`config.mk`:
```
export PLATFORM = sky130hd
export DESIGN_NAME = serial_subtractor
export DESIGN_NICKNAME = d
export VERILOG_FILES = /design/src/rtl/serial_sub_pkg.sv /design/src/rtl/full_subtractor_bit.sv /design/src/rtl/serial_subtractor.sv
export SDC_FILE = /design/constraint.sdc
export NUM_CORES = 1
export LEC_CHECK = 0
export CAP_MARGIN = 20
export CORE_MARGIN = 1
export CORE_UTILIZATION = 44
export DETAILED_ROUTE_END_ITERATION = 10
export PLACE_DENSITY = 0.7
export SETUP_SLACK_MARGIN = 0.4
export SKIP_LAST_GASP = 1
export SYNTH_ARGS = -nofsm -noshare
export SYNTH_HDL_FRONTEND = slang
export SYNTH_SLANG_ARGS = --single-unit
```
`constraint.sdc`:
```
create_clock -name clk -period 2.8 [get_ports clk]
set_clock_uncertainty 0.2 [all_clocks]
set_input_delay 0.56 -clock clk [delete_from_list [all_inputs] [get_ports clk]]
set_output_delay 0.56 -clock clk [all_outputs]
set_load 0.05 [all_outputs]
```
`src/rtl/serial_sub_pkg.sv`:
```
// Shared types for the bit-serial subtractor: FSM state encoding and default width.
// Latency: n/a (types and constants only).
// Backpressure: n/a.
package serial_sub_pkg;

  // Default operand/result width when the instantiating block does not override it.
  localparam int DEFAULT_WIDTH = 8;

  // Operation sequencing: wait for operands, shift bits through the cell, present result.
  typedef enum logic [1:0] {
    ST_IDLE = 2'd0,
    ST_RUN  = 2'd1,
    ST_DONE = 2'd2
  } state_t;

endpackage

```
`src/rtl/full_subtractor_bit.sv`:
```
// One-bit full subtractor cell: d = a - b - bin, with borrow-out.
// Latency: combinational.
// Backpressure: none (pure logic).
module full_subtractor_bit (
  input  logic a,
  input  logic b,
  input  logic bin,
  output logic d,
  output logic bout
);

  // Difference bit is the parity of all three inputs, the same as the adder sum.
  assign d    = a ^ b ^ bin;
  // Borrow out when b exceeds a outright, or when they match and a borrow is pending.
  assign bout = (~a & b) | (~(a ^ b) & bin);

endmodule

```
`src/rtl/serial_subtractor.sv`:
```
// Bit-serial A - B, LSB first, one bit per clock; optional signed overflow (SERIAL_SUB_SIGNED_OVF_EN).
// Latency: accept in cycle 0, result valid from cycle WIDTH+1; one op per WIDTH+2 cycles at best.
// Backpressure: result held in DONE until out_ready_i; no new operands accepted until back in IDLE.
module serial_subtractor
  import serial_sub_pkg::*;
#(
  parameter int WIDTH = DEFAULT_WIDTH
) (
  input  logic             clk,
  input  logic             rst,
  input  logic             in_valid_i,
  output logic             in_ready,
  input  logic [WIDTH-1:0] a_i,
  input  logic [WIDTH-1:0] b_i,
  output logic             out_valid,
  input  logic             out_ready_i,
  output logic [WIDTH-1:0] diff,
  output logic             borrow
`ifdef SERIAL_SUB_SIGNED_OVF_EN
  ,
  output logic             overflow
`endif
);

  localparam int CNT_W = $clog2(WIDTH);
  localparam logic [CNT_W-1:0] LAST_BIT = CNT_W'(WIDTH - 1);

  state_t           state_q, state_d;
  logic [WIDTH-1:0] a_sr, b_sr, diff_q;
  logic [CNT_W-1:0] cnt_q;
  logic             br_q, borrow_q;
  logic             d_bit, bout_bit;
  logic             last_bit, accept;

`ifdef SERIAL_SUB_SIGNED_OVF_EN
  logic a_msb_q, b_msb_q, ovf_q;
`endif

  full_subtractor_bit u_fs (
    .a    (a_sr[0]),
    .b    (b_sr[0]),
    .bin  (br_q),
    .d    (d_bit),
    .bout (bout_bit)
  );

  // Counter stops at the last bit index, so it never wraps.
  assign last_bit = (cnt_q == LAST_BIT);

  // Next-state and handshake outputs derived from the current state.
  always_comb begin
    state_d   = state_q;
    in_ready  = 1'b0;
    out_valid = 1'b0;
    accept    = 1'b0;
    case (state_q)
      ST_IDLE: begin
        in_ready = 1'b1;
        if (in_valid_i) begin
          accept  = 1'b1;
          state_d = ST_RUN;
        end
      end
      ST_RUN: begin
        if (last_bit) state_d = ST_DONE;
      end
      ST_DONE: begin
        out_valid = 1'b1;
        if (out_ready_i) state_d = ST_IDLE;
      end
      default: state_d = ST_IDLE;
    endcase
  end

  // State register.
  always_ff @(posedge clk) begin
    if (rst) state_q <= ST_IDLE;
    else     state_q <= state_d;
  end

  // Operand capture, serial shift datapath and result registers.
  always_ff @(posedge clk) begin
    if (rst) begin
      a_sr     <= '0;
      b_sr     <= '0;
      diff_q   <= '0;
      cnt_q    <= '0;
      br_q     <= 1'b0;
      borrow_q <= 1'b0;
`ifdef SERIAL_SUB_SIGNED_OVF_EN
      a_msb_q  <= 1'b0;
      b_msb_q  <= 1'b0;
      ovf_q    <= 1'b0;
`endif
    end else if (accept) begin
      a_sr  <= a_i;
      b_sr  <= b_i;
      br_q  <= 1'b0;
      cnt_q <= '0;
`ifdef SERIAL_SUB_SIGNED_OVF_EN
      a_msb_q <= a_i[WIDTH-1];
      b_msb_q <= b_i[WIDTH-1];
`endif
    end else if (state_q == ST_RUN) begin
      a_sr   <= a_sr >> 1;
      b_sr   <= b_sr >> 1;
      br_q   <= bout_bit;
      diff_q <= {d_bit, diff_q[WIDTH-1:1]};
      if (last_bit) begin
        // Final borrow and overflow are published together with the MSB of diff.
        borrow_q <= bout_bit;
`ifdef SERIAL_SUB_SIGNED_OVF_EN
        ovf_q    <= (a_msb_q != b_msb_q) & (d_bit != a_msb_q);
`endif
      end else begin
        cnt_q <= cnt_q + 1'b1;
      end
    end
  end

  assign diff   = diff_q;
  assign borrow = borrow_q;
`ifdef SERIAL_SUB_SIGNED_OVF_EN
  assign overflow = ovf_q;
`endif

endmodule

```
==> metrics.yaml <==
seq_area_sq_um: 621.8
final_max_slew_viol_count: 0
avgSynthCellArea_sq_um: 8.836
synthFlopType: "dfxtp_1"
diodes: 0
vdd_drop_max_mv: 0.2879
io-pin-count: 31
stdcell_area_sq_mm: 0.001773
p_sw_share_pct: 28.19
ant_nets: 0
clockBufferDepth: 2
syn_inst: 161
area_growth_pct: 24.63
post-route-period-util_pct: 82.02
worstPathRequired_ns: 2.04
critical_path.startpoint_type: "flop"
final.setup.tns_ns: 0
yosysSeqAreaShare_pct: 43.62
grt_use_total_pct: 19.50
rsz0062_at_grt: "false"
cts_hold_buffers: 0
avgViaCountPerCell: 5.077
grt_antenna_before_repair: 0
vias: 1183
drt-pass1-iter-count: 4
async_flop_share_pct: 0
post_drt_wl_per_cell_microns: 12.54
n_fill_cell: 294
die_area_sq_mm: 0.003465
pwr-share-clk_pct: 29.5
synth_edf_count: 0
cts_tree: "yes"
die_h_microns: 58.86
max_slew_margin_pct: 46.64
cell_internal_pwr_uw: 658.0
clock_latency_ns: 0.33
multi_input_area_sq_um: 700.7
criticalPathCategory: "reg2out"
nets: 212
fin_ws_ns: 0.5035
drt_iter0_drc: 68
power_density_mw_per_mm2: 516.9
grt_pass1_wl_microns: 4995
outcome: "finished clean"
fmax_ghz: 0.4354
hold_viol: 0
dpl.hpwl_microns: 1970
die_x_microns: 58.86
clk_pin_slew_ns: 0.10
grt_max_degree: 32
gp_congestion: 0.7432
core-area_sq_mm: 0.003053
cts_sinks: 31
cts-root-buf: "clkbuf_4"
yosys_warnings: 0
pwr-share-comb_pct: 17.6
path_max_fanout: 11
final_layout_size_suffix_gt1_share_pct: 15.34
end_kind: "primary output"
p_switching_uw: 258.3
tightest_slew_ns: 0.8004
min_period_ns: 2.296
htreeDepth: 2
wirelength_microns: 2921
place_ws_ns: 0.4291
start_util_pct: 46.60
ys_seq_elements: 31
cp_cell_sequence: "nor2b_1 > dlygate4sd2_1"
design_power_total_uw: 916.4
rows: 20
cts_buffers: 5
placement.cell_area_sq_mm: 0.001718
crit_path_max_incr_delay_ns: 0.54
hold_path_class: "reg2reg"
drc: 0
gr-total-overflow: 0
maxCapViolCount: 0
crit_arrival_ns: 1.54
syn_area_sq_mm: 0.001423
synth_nets: 184
leakage_uw: 0.0006333
pwr-share-seq_pct: 52.9
first_global_vias: 1111
finalSetupViolCount: 0
ys_types: 31
slowest_stage: "dlygate4sd2_1"
port_buffers: 30
-- final timing paths --
kind | startpoint | to | slack, ns | cells past startpoint
setup / recovery | state_q[1] | out_valid | 0.50 | 2
hold / removal | a_sr[5] | a_sr[4] | 0.27 | 2
setup reg to reg | state_q[0] | a_sr[5] | 0.84 | 3
hold reg to reg | a_sr[5] | a_sr[4] | 0.27 | 2
-- layout make-up --
class	count	share of cell area, %
flip-flops and latches	31	35.07
clock inverters	1	0.2823
inverters	3	0.6351
multi-input cells	114	39.52
clock buffers	6	2.893
well taps	44	3.105
repair buffers	34	18.49
-- registers in the layout, summed over array words and instances (netlist names) --
| signal | flops |
|---|---|
| diff | 8 |
| b_sr | 8 |
| br_q | 1 |
| a_sr | 8 |
| borrow | 1 |
| state_q | 2 |
| cnt_q | 3 |
-- cell usage after synthesis (all sizes together) (2+ instances only) --
cell type | number | share of area (%)
nor2b | 2 | 0.88
inv | 3 | 0.79
nor3b | 2 | 2.6
mux2i | 2 | 1.4
nor3 | 6 | 2.5
ha | 2 | 1.8
nand3 | 2 | 0.70
a21oi | 24 | 9.5
nor2 | 19 | 5.0
or3b | 4 | 2.5
dfxtp | 31 | 44
nand2 | 30 | 7.9
clkbuf | 5 | 1.4
nand2b | 3 | 1.3
a311oi | 2 | 1.7
buf | 8 | 4.9
a211oi | 10 | 6.7
-- stage by stage --
stage | hold slack, ns | cells | utilization [%]
finish | 0.2735 | 233 | 58.07
global route | 0.2892 | 233 | 58.07
CTS | 0.2749 | 233 | 58.03
detailed placement | 0.2579 | 226 | 56.27
global placement | 0.2429 | 226 | 56.27
floorplan | 0.2371 | 161 | -
-- critical path: cells and delay by family, from the launching register on --
kind | cells | cell delay [ns]
buffers and inverters | 1 | 0.54
AND/OR/NAND/NOR | 1 | 0.19
flip-flops | 1 | 0.47
-- power groups by stage --
stage / Clock, uW / Combinational [uW] / Sequential, uW
after floorplan: 0 / 112 / 495
after global placement: 0 / 158 / 493
after detailed placement: 0 / 161 / 494
after CTS: 278 / 163 / 484
after global routing: 296 / 178 / 489
final: 270 / 162 / 484
-- layer usage --
| layer | vias up | GRT usage, % | wire length [microns] |
|---|---|---|---|
| met3 | 6 | 6.593 | 154 |
| met4 | 0 | 8.163 | 50 |
| met1 | 550 | 23.80 | 1364 |
| met5 | - | 0 | 0 |
| met2 | 28 | 31.33 | 1352 |
| li1 | 599 | - | - |
-- cell usage in the layout (no fill, tap or decap), types with 3 or more instances in the layout --
cell type,netlist,layout
clkbuf_4,0,5
nor2_1,19,19
a211oi_1,6,6
nand2_1,30,30
inv_1,3,3
or3b_2,3,3
nand2b_1,3,3
a211oi_2,4,4
dfxtp_1,31,30
buf_4,2,4
a21oi_2,4,4
clkdlybuf4s50_1,0,28
a21oi_1,20,20
nor3_1,5,5
-- kinds of logic after synthesis --
| group | Yosys count | share of synthesized area (%) |
|---|---|---|
| buf+inv | 16 | 7.123 |
| xor+xnor | 1 | 0.6158 |
| fa+ha+maj | 3 | 3.166 |
| simple gates | 69 | 23.92 |
| flops | 31 | 43.62 |
| compound gates | 39 | 20.14 |
| mux | 2 | 1.407 |
-- timing repair --
item,in CTS,in global routing
setup endpoints to repair,2,1
gates resized for setup,2,1
pin swaps,0,0
setup buffers,0,0
cloned,0,0
(Power assumes the default switching activity.)
